**config.mk**
```make
export PLATFORM = sky130hd
export DESIGN_NAME = smc_feedback_frontend_flat
export DESIGN_NICKNAME = d
export VERILOG_FILES = /design/src/rtl/smc_feedback_frontend_if.sv /design/src/rtl/smc_feedback_frontend.sv /design/src/flat_wrapper.sv
export SDC_FILE = /design/constraint.sdc
export NUM_CORES = 1
export LEC_CHECK = 0
export ABC_CLOCK_PERIOD_IN_PS = 34000
export CAP_MARGIN = 20
export CORE_MARGIN = 5
export CORE_UTILIZATION = 41
export DETAILED_ROUTE_END_ITERATION = 8
export GPL_TIMING_DRIVEN = 1
export PLACE_DENSITY = 0.67
export SLEW_MARGIN = 20
export SYNTH_ARGS = -nofsm -noshare
export SYNTH_HDL_FRONTEND = slang
export SYNTH_SLANG_ARGS = --single-unit
```
**constraint.sdc**
```tcl
create_clock -name clk -period 34 [get_ports clk]
set_input_delay 6.8 -clock clk [delete_from_list [all_inputs] [get_ports clk]]
set_output_delay 6.8 -clock clk [all_outputs]
set_load 0.005 [all_outputs]
```
**src/rtl/smc_feedback_frontend_if.sv**
```systemverilog
// Bundle of the measurement front-end signals between the encoder/reference side and the
// sliding-mode controller side.
//   Inputs to the front end : enc_a, enc_b (raw encoder, async), theta_ref, theta_dot_ref
//                             (Q21.10), u_in (previous controller output), clr_err.
//   Outputs of the front end: theta_pos, theta_dot, theta_e, theta_dote, u_t (all 32-bit),
//                             sample_valid (1-cycle strobe), enc_err (sticky).
// master: the side that drives the inputs and consumes the outputs.
// slave : the front end itself.
interface smc_feedback_frontend_if;
   logic        enc_a;
   logic        enc_b;
   logic [31:0] theta_ref;
   logic [31:0] theta_dot_ref;
   logic [15:0] u_in;
   logic        clr_err;
   logic [31:0] theta_pos;
   logic [31:0] theta_dot;
   logic [31:0] theta_e;
   logic [31:0] theta_dote;
   logic [31:0] u_t;
   logic        sample_valid;
   logic        enc_err;

   modport master (
      output enc_a, enc_b, theta_ref, theta_dot_ref, u_in, clr_err,
      input  theta_pos, theta_dot, theta_e, theta_dote, u_t, sample_valid, enc_err
   );

   modport slave (
      input  enc_a, enc_b, theta_ref, theta_dot_ref, u_in, clr_err,
      output theta_pos, theta_dot, theta_e, theta_dote, u_t, sample_valid, enc_err
   );
endinterface

```
**src/rtl/smc_feedback_frontend.sv**
```systemverilog
// Measurement front end for the sliding-mode controller.
// Decodes a x4 quadrature encoder into a 32-bit wrapping position count, samples it once per
// control period, differentiates to velocity and forms tracking errors against the references.
// All data outputs are signed Q21.10, registered, and qualified by sample_valid.
// Ports:
//   clk   : system clock
//   rst   : asynchronous active-high reset
//   fe_io : front-end bundle (slave side), see smc_feedback_frontend_if
module smc_feedback_frontend #(
   parameter int unsigned SAMPLE_DIV = 10000,
   parameter int unsigned SAMPLE_HZ  = 1000,
   parameter int unsigned FRAC       = 10,
   parameter int unsigned U_SHIFT    = 16
) (
   input logic                    clk,
   input logic                    rst,
   smc_feedback_frontend_if.slave fe_io
);

   localparam int unsigned TW = (SAMPLE_DIV > 1) ? $clog2(SAMPLE_DIV) : 1;

   // Clamp a 64-bit two's-complement value into 32 bits.
   function automatic logic [31:0] sat64(input logic [63:0] v);
      if (v[63:31] == {33{v[63]}}) return v[31:0];
      return v[63] ? 32'h8000_0000 : 32'h7FFF_FFFF;
   endfunction

   // Clamp a 33-bit two's-complement value into 32 bits.
   function automatic logic [31:0] sat33(input logic [32:0] v);
      if (v[32] == v[31]) return v[31:0];
      return v[32] ? 32'h8000_0000 : 32'h7FFF_FFFF;
   endfunction

   // ------------------------------------------------------------------------------------------
   // Encoder synchroniser and x4 decode
   // ------------------------------------------------------------------------------------------
   logic        a_meta_q, b_meta_q, a_sync_q, b_sync_q;
   logic [1:0]  ab_prev_q;
   logic [1:0]  ab_cur, idx_cur, idx_prev, idx_diff;
   logic [31:0] pos_cnt_q, pos_cnt_d;
   logic        enc_err_q, enc_err_d;
   logic        illegal;

   always_ff @(posedge clk or posedge rst) begin
      if (rst) begin
         a_meta_q  <= 1'b0;
         b_meta_q  <= 1'b0;
         a_sync_q  <= 1'b0;
         b_sync_q  <= 1'b0;
         ab_prev_q <= 2'b00;
         pos_cnt_q <= '0;
         enc_err_q <= 1'b0;
      end else begin
         a_meta_q  <= fe_io.enc_a;
         b_meta_q  <= fe_io.enc_b;
         a_sync_q  <= a_meta_q;
         b_sync_q  <= b_meta_q;
         ab_prev_q <= ab_cur;
         pos_cnt_q <= pos_cnt_d;
         enc_err_q <= enc_err_d;
      end
   end

   // Map the Gray sequence 00,01,11,10 onto 0..3 so a step is a modulo-4 difference.
   always_comb begin
      ab_cur    = {a_sync_q, b_sync_q};
      idx_cur   = {ab_cur[1], ab_cur[1] ^ ab_cur[0]};
      idx_prev  = {ab_prev_q[1], ab_prev_q[1] ^ ab_prev_q[0]};
      idx_diff  = idx_cur - idx_prev;
      pos_cnt_d = pos_cnt_q;
      illegal   = 1'b0;
      case (idx_diff)
         2'd1:    pos_cnt_d = pos_cnt_q + 32'd1;
         2'd3:    pos_cnt_d = pos_cnt_q - 32'd1;
         2'd2:    illegal = 1'b1;
         default: pos_cnt_d = pos_cnt_q;
      endcase
      // A fresh illegal transition beats a simultaneous clear.
      enc_err_d = illegal | (enc_err_q & ~fe_io.clr_err);
   end

   // ------------------------------------------------------------------------------------------
   // Control-period timer
   // ------------------------------------------------------------------------------------------
   logic [TW-1:0] timer_q, timer_d;
   logic          tick;

   always_comb begin
      tick    = (timer_q == TW'(SAMPLE_DIV - 1));
      timer_d = tick ? '0 : timer_q + 1'b1;
   end

   always_ff @(posedge clk or posedge rst) begin
      if (rst) timer_q <= '0;
      else     timer_q <= timer_d;
   end

   // ------------------------------------------------------------------------------------------
   // Sample pipeline. S1 on the tick edge, S2 and S3 on the following two edges. The stages
   // never overlap, so S2/S3 read S1's latched references directly.
   // ------------------------------------------------------------------------------------------
   logic [31:0] pos_s_q, pos_prev_q, delta_q, ref_s_q, dref_s_q;
   logic [15:0] u_s_q;
   logic        first_s_q, primed_q;
   logic        s1_vld_q, s2_vld_q;
   logic [31:0] pos_fx_q, vel_fx_q;
   logic [31:0] pos_fx_d, vel_fx_d;
   logic [63:0] pos_ext, vel_ext;

   always_ff @(posedge clk or posedge rst) begin
      if (rst) begin
         pos_s_q    <= '0;
         pos_prev_q <= '0;
         delta_q    <= '0;
         ref_s_q    <= '0;
         dref_s_q   <= '0;
         u_s_q      <= '0;
         first_s_q  <= 1'b0;
         primed_q   <= 1'b0;
         s1_vld_q   <= 1'b0;
         s2_vld_q   <= 1'b0;
         pos_fx_q   <= '0;
         vel_fx_q   <= '0;
      end else begin
         s1_vld_q <= tick;
         s2_vld_q <= s1_vld_q;
         if (tick) begin
            // pos_cnt_q is the count before this cycle's decode update.
            pos_s_q    <= pos_cnt_q;
            delta_q    <= pos_cnt_q - pos_prev_q;
            pos_prev_q <= pos_cnt_q;
            ref_s_q    <= fe_io.theta_ref;
            dref_s_q   <= fe_io.theta_dot_ref;
            u_s_q      <= fe_io.u_in;
            first_s_q  <= ~primed_q;
            primed_q   <= 1'b1;
         end
         if (s1_vld_q) begin
            pos_fx_q <= pos_fx_d;
            vel_fx_q <= vel_fx_d;
         end
      end
   end

   // Low 64 bits of the products are exact two's complement, so unsigned arithmetic suffices.
   always_comb begin
      pos_ext  = {{32{pos_s_q[31]}}, pos_s_q} << FRAC;
      vel_ext  = ({{32{delta_q[31]}}, delta_q} * 64'(SAMPLE_HZ)) << FRAC;
      pos_fx_d = sat64(pos_ext);
      // No valid previous sample exists for the first period after reset.
      vel_fx_d = first_s_q ? 32'h0 : sat64(vel_ext);
   end

   // ------------------------------------------------------------------------------------------
   // S3: error terms and output registers
   // ------------------------------------------------------------------------------------------
   logic [31:0] theta_pos_q, theta_dot_q, theta_e_q, theta_dote_q, u_t_q;
   logic [31:0] theta_e_d, theta_dote_d, u_t_d;
   logic [32:0] e_ext, de_ext;
   logic        sample_valid_q;

   always_comb begin
      e_ext        = {ref_s_q[31], ref_s_q} - {pos_fx_q[31], pos_fx_q};
      de_ext       = {dref_s_q[31], dref_s_q} - {vel_fx_q[31], vel_fx_q};
      theta_e_d    = sat33(e_ext);
      theta_dote_d = sat33(de_ext);
      u_t_d        = {{16{u_s_q[15]}}, u_s_q} << U_SHIFT;
   end

   always_ff @(posedge clk or posedge rst) begin
      if (rst) begin
         theta_pos_q    <= '0;
         theta_dot_q    <= '0;
         theta_e_q      <= '0;
         theta_dote_q   <= '0;
         u_t_q          <= '0;
         sample_valid_q <= 1'b0;
      end else begin
         sample_valid_q <= s2_vld_q;
         if (s2_vld_q) begin
            theta_pos_q  <= pos_fx_q;
            theta_dot_q  <= vel_fx_q;
            theta_e_q    <= theta_e_d;
            theta_dote_q <= theta_dote_d;
            u_t_q        <= u_t_d;
         end
      end
   end

   assign fe_io.theta_pos    = theta_pos_q;
   assign fe_io.theta_dot    = theta_dot_q;
   assign fe_io.theta_e      = theta_e_q;
   assign fe_io.theta_dote   = theta_dote_q;
   assign fe_io.u_t          = u_t_q;
   assign fe_io.sample_valid = sample_valid_q;
   assign fe_io.enc_err      = enc_err_q;

endmodule
```
**src/flat_wrapper.sv**
```systemverilog
// flat-port wrapper written by rule: the top's interface ports become plain ports
module smc_feedback_frontend_flat 
#(
   parameter int unsigned SAMPLE_DIV = 10000,
   parameter int unsigned SAMPLE_HZ  = 1000,
   parameter int unsigned FRAC       = 10,
   parameter int unsigned U_SHIFT    = 16
)
  (clk, rst, fe_io_enc_a, fe_io_enc_b, fe_io_theta_ref, fe_io_theta_dot_ref, fe_io_u_in, fe_io_clr_err, fe_io_theta_pos, fe_io_theta_dot, fe_io_theta_e, fe_io_theta_dote, fe_io_u_t, fe_io_sample_valid, fe_io_enc_err);
  smc_feedback_frontend_if fe_io_i ();
  input logic clk;
  input logic rst;
  input wire logic [$bits(fe_io_i.enc_a)-1:0] fe_io_enc_a;
  input wire logic [$bits(fe_io_i.enc_b)-1:0] fe_io_enc_b;
  input wire logic [$bits(fe_io_i.theta_ref)-1:0] fe_io_theta_ref;
  input wire logic [$bits(fe_io_i.theta_dot_ref)-1:0] fe_io_theta_dot_ref;
  input wire logic [$bits(fe_io_i.u_in)-1:0] fe_io_u_in;
  input wire logic [$bits(fe_io_i.clr_err)-1:0] fe_io_clr_err;
  output wire logic [$bits(fe_io_i.theta_pos)-1:0] fe_io_theta_pos;
  output wire logic [$bits(fe_io_i.theta_dot)-1:0] fe_io_theta_dot;
  output wire logic [$bits(fe_io_i.theta_e)-1:0] fe_io_theta_e;
  output wire logic [$bits(fe_io_i.theta_dote)-1:0] fe_io_theta_dote;
  output wire logic [$bits(fe_io_i.u_t)-1:0] fe_io_u_t;
  output wire logic [$bits(fe_io_i.sample_valid)-1:0] fe_io_sample_valid;
  output wire logic [$bits(fe_io_i.enc_err)-1:0] fe_io_enc_err;
  assign fe_io_i.enc_a = fe_io_enc_a;
  assign fe_io_i.enc_b = fe_io_enc_b;
  assign fe_io_i.theta_ref = fe_io_theta_ref;
  assign fe_io_i.theta_dot_ref = fe_io_theta_dot_ref;
  assign fe_io_i.u_in = fe_io_u_in;
  assign fe_io_i.clr_err = fe_io_clr_err;
  assign fe_io_theta_pos = fe_io_i.theta_pos;
  assign fe_io_theta_dot = fe_io_i.theta_dot;
  assign fe_io_theta_e = fe_io_i.theta_e;
  assign fe_io_theta_dote = fe_io_i.theta_dote;
  assign fe_io_u_t = fe_io_i.u_t;
  assign fe_io_sample_valid = fe_io_i.sample_valid;
  assign fe_io_enc_err = fe_io_i.enc_err;
  smc_feedback_frontend #(.SAMPLE_DIV(SAMPLE_DIV), .SAMPLE_HZ(SAMPLE_HZ), .FRAC(FRAC), .U_SHIFT(U_SHIFT)) u_core (.clk(clk), .rst(rst), .fe_io(fe_io_i));
endmodule
```
Word level (Yosys, flattened, before mapping). Index checks and enable logic that the tools add are counted.

Register bits: 410. Input port bits: 85. Output and inout bits: 162. Word-level logic and storage cells: 68.

$add $sub $neg: 7. $mul: 1. Eq/ne operators: 8. Mux-type cells: 20. Bitwise logic cells: 6. Reduce and logical (&&, ||, !) cells: 1.

Operators with widths (number): $mux W32 (13); $sub A32 B32 Y33 (2); $mul A64 B7 Y51 const B (1); $pmux W32 S2 (1); $add A32 B1 Y32 const B (1); $eq A32 B32 Y1 (1); $sub A32 B1 Y32 const B (1); $sub A32 B32 Y32 (1); $add A14 B1 Y14 const B (1); $eq A14 B14 Y1 const B (1); $mux W14 (1); $eq A10 B10 Y1 (1); $mux W1 (5); $eq A2 B2 Y1 const B (2); $eq A1 B1 Y1 (2); $eq A2 B1 Y1 const B (1); $not A1 Y1 (2); $reduce_bool A2 Y1 (1); $sub A2 B2 Y2 (1); $xor A1 B1 Y1 (2); $and A1 B1 Y1 (1); $or A1 B1 Y1 (1).

Depth between registers and ports, before layout.
Depth after elaboration: 5. Depth in mapped cells: 24. Depth with buffers taken out: 21.

Worst setup path before layout. OpenSTA, ideal clock, no wires.

Path kind: reg-to-output. Start: reg u_core.fe_io.theta_dot[12] (netlist name). End: out fe_io_theta_dot[10]. Arrival: 0.685 ns. Data required time: 27.200 ns. Slack: 26.515 ns. Cell stages (with the launch flop): 2. Path buffers: 1. Path through: dfrtp_1 > buf_4.

RTL lines: end, declared (line flat_wrapper.sv:20) `output wire logic [$bits(fe_io_i.theta_dot)-1:0] fe_io_theta_dot;`.

==> metrics.md <==
| Metric | Value |
|---|---|
| R2R Path End | `u_core.vel_fx_q[26]` |
| GPL Wtd Cong | `0.8588` |
| Worst-Margin Slew | `0.9821 ns` |
| CP peak stage delay | `0.83 ns` |
| Die area | `70,500 sq um` |
| Reg2Reg Setup Slack | `26.94 ns` |
| Sequential share of the synthesized area | `34.40%` |
| Largest net degree at the start of global routing | `99` |
| Hold path start | `u_core.a_meta_q` |
| Maxcap violations | `0` |
| Status | `finished, final reports clean` |
| WP data arrival | `9.33 ns` |
| Avg WL per Cell | `16.58 microns` |
| Crit-path slowest cell | `buf_4` |
| Routed Wire Length | `65,460 microns` |
| First-pass GRT wire length | `106,600 microns` |
| Layout cell share with drive strength beyond 1 | `6.725%` |
| Final setup TNS | `0 ns` |
| Kind of critical path | `input pin to async pin` |
| Post-route DRC | `0` |
| Mux cell area share after synthesis | `3.075%` |
| Max Slew Vio Count | `0` |
| XOR/XNOR Fraction of Synth Area | `5.230%` |
| Chip width | `265.5 microns` |
| Pwr dens | `42.04 nW/um^2` |
| Core area | `64,580 sq um` |
| Post-synth EDFFs | `0` |
| Filler Cells Inserted | `6,122` |
| Setup WS pre-CTS | `24.18 ns` |
| Adder-Cell Fraction of Synth Area | `19.28%` |
| Synth cell types | `90` |
| Detailed-route via count | `20,670` |
| GRT overflow | `0` |
| CP Capture Type | `async pin` |
| I/O Buffers | `230` |
| Final core utilization | `48.21%` |
| Reg2reg start | `u_core.delta_q[23]` |
| Vias in the first global route | `19,900` |
| Largest family of logic cells by synthesized area | `adder cells` |
| Required @ worst endpoint | `34.59 ns` |
| Root Driver | `clkbuf_16` |
| CP cell instances | `clkdlybuf4s50_1 > inv_8 > buf_6 > buf_4` |
| Period utilization | `25.70%` |
| RSZ-0062 raised after global routing | `false` |
| Clock sinks | `368` |
| Worst reg2reg path depth | `18` |
| Yosys warning total | `0` |
| Period minus WS final | `8.739 ns` |
| Hold path depth | `0` |
| CTS Hold Bufs | `0` |
| Chip Height | `265.5 microns` |
| Most frequent cells in the layout | `nand2_1 (418), dfrtp_1 (366), inv_1 (307)` |
| Post-cts resize count | `0` |
| Yosys reg bits | `368` |
| First-pass iteration count of the detailed router | `6` |
| Hold Fails Final Rpt | `0` |
| Post-CTS Setup Repair Bufs | `0` |
| CP startpoint kind | `input pin` |
| Clock transition at path regs | `0.06 ns` |
| VDD IR max | `0.02762 mV` |
| Most common cell after layout, fill and taps aside | `nand2_1` |
| Fin nets | `3,485` |
| Clock Tree Buf Depth | `3` |
| Synth-to-layout area growth | `16.29%` |
| CTS buffer count | `42` |
| Crit path max fanout | `87` |
| Post-Syn Area per Cell | `9.253 sq um` |
| Initial drt markers | `1,402` |
| Hold Path Class | `flop to flop` |
| Antenna violations before repair | `0` |
| # rows | `93` |
| Leakage power | `13.91 nW` |
| Rel. slew slack | `32.83%` |
| Setup violators final | `0` |
| Post-synthesis simple-gate area fraction | `12.82%` |
| DP Wirelength | `50,220 microns` |
| Clk_skew | `0.04648 ns` |
| Post-route ant nets | `0` |
| # IOs | `247` |
| Initial core utilization | `41.45%` |
| Post-Syn Area | `26,770 sq um` |
| Pwr Total | `0.001309 W` |
| FFs w/ async S/R, synth | `100.0%` |
| Max H-tree Level | `2` |
| Hold EP | `u_core.a_sync_q` |
| All-Layer GR Usage | `18.14%` |
| Antenna Cells | `0` |
| Post-Syn Instances | `2,893` |
| Fmax | `114.4 MHz` |
| Top FF cell, synth | `dfrtp_1` |
| Final worst slack | `25.26 ns` |
| Worst-Skew Late Latency | `0.59 ns` |
| CTS tree | `done` |
| Synth Area in Compound Gates | `18.25%` |
| Via density | `5.237` |
## how the worst max path moves through the flow
| stage | startpoint | to | slack [ns] | cells after the start |
|---|---|---|---|---|
| after floorplan | rst | u_core.a_meta_q | 16.98 | 1 |
| after global placement | rst | u_core.dref_s_q[24] | 24.22 | 4 |
| after detailed placement | rst | u_core.fe_io.theta_dot[28] | 24.18 | 4 |
| after CTS | rst | u_core.dref_s_q[31] | 24.83 | 4 |
| after global routing | rst | u_core.s1_vld_q | 24.80 | 4 |
| final | rst | u_core.fe_io.theta_dote[27] | 25.26 | 4 |
## worst max-delay path: cells and delay by family
kind | cells | cell delay, ns
buf+inv | 4 | 2.46
## registers in the layout, indices dropped and copies added, names as in the netlist, 2 cells and up
register                 flops
u_core.delta_q              32
u_core.dref_s_q             32
u_core.fe_io.theta_dote     32
u_core.fe_io.theta_e        32
u_core.pos_cnt_q            32
u_core.pos_s_q              32
u_core.ref_s_q              32
u_core.fe_io.theta_pos      23
u_core.pos_fx_q             23
u_core.fe_io.theta_dot      20
u_core.vel_fx_q             20
u_core.fe_io.u_t            16
u_core.u_s_q                16
u_core.timer_q              14
u_core.ab_prev_q             2
## Yosys cell counts, types with 8 or more instances
cell         n  area, sq um
a211o_1      8        70.07
a211oi_1    13        97.59
a21boi_0     8        60.06
a21o_1      87        653.1
a21oi_1    181        905.9
a31oi_1     17        106.4
and2_1      17        106.4
and3_1      24        150.1
buf_4       37        277.8
clkbuf_1    89        334.1
dfrtp_1    368         9209
fa_1       125         2502
ha_1       211         2640
inv_1      308         1156
mux2_2      66        743.2
mux2i_1      8        80.08
nand2_1    418         1569
nand2b_1    30        187.7
nand3_1     41        205.2
nand4_1     20        125.1
nor2_1     108        405.4
nor2b_1     21        131.4
nor3_1      21        105.1
nor4_1       9        56.30
o211ai_1    31        232.7
o21a_1      16        120.1
o21ai_0    215         1076
o21bai_1    24        180.2
o221ai_1    10        87.58
o221ai_2    10        150.1
o22a_1       8        70.07
o2bb2ai_1   36        315.3
o31ai_1     14        105.1
or2_2       13        81.33
or3_1       12        75.07
xnor2_1     82        718.2
xor2_1      76        665.6
## metal layers
| metal | vias up | wire [microns] | track usage, % |
|---|---|---|---|
| li1 | 10190 | - | - |
| met1 | 10010 | 30230 | 25.52 |
| met2 | 402 | 31080 | 30.03 |
| met3 | 78 | 2766 | 2.525 |
| met4 | 0 | 1375 | 4.098 |
| met5 | - | 0 | 0 |
## layout make-up
cell class	count	area, sq um	area share [%]
multi-input combinational	2093	15790	50.71
sequential	368	9214	29.60
timing repair buffer	251	2464	7.914
clock buffer	60	1249	4.011
inverter	308	1164	3.738
tap	855	1070	3.436
clock inverter	13	186.4	0.5989
## report_power, final
part           switching, W  total, W  internal, W
logic              0.000199  0.000359     0.000160
registers         0.0000258  0.000484     0.000459
clock network      0.000187  0.000466     0.000279
total              0.000411   0.00131     0.000897
## per-stage QoR
step | instances | area [sq um] | hold WS [ns]
2_1_floorplan | 2908 | 26830 | 0.3312
3_3_place_gp | 3875 | 29690 | 0.3327
3_5_place_dp | 3875 | 29690 | 0.3347
4_1_cts | 3948 | 31130 | 0.3474
5_1_grt | 3948 | 31130 | 0.3493
6_report | 3948 | 31130 | 0.3452
## logic make-up after synthesis
kind of cell    count (synthesis)
simple gates                  760
compound gates                746
buf+inv                       447
flops                         368
fa+ha+maj                     338
xor+xnor                      159
mux                            74
other cells                     1
Note: power is estimated with default switching activity, not from simulation.
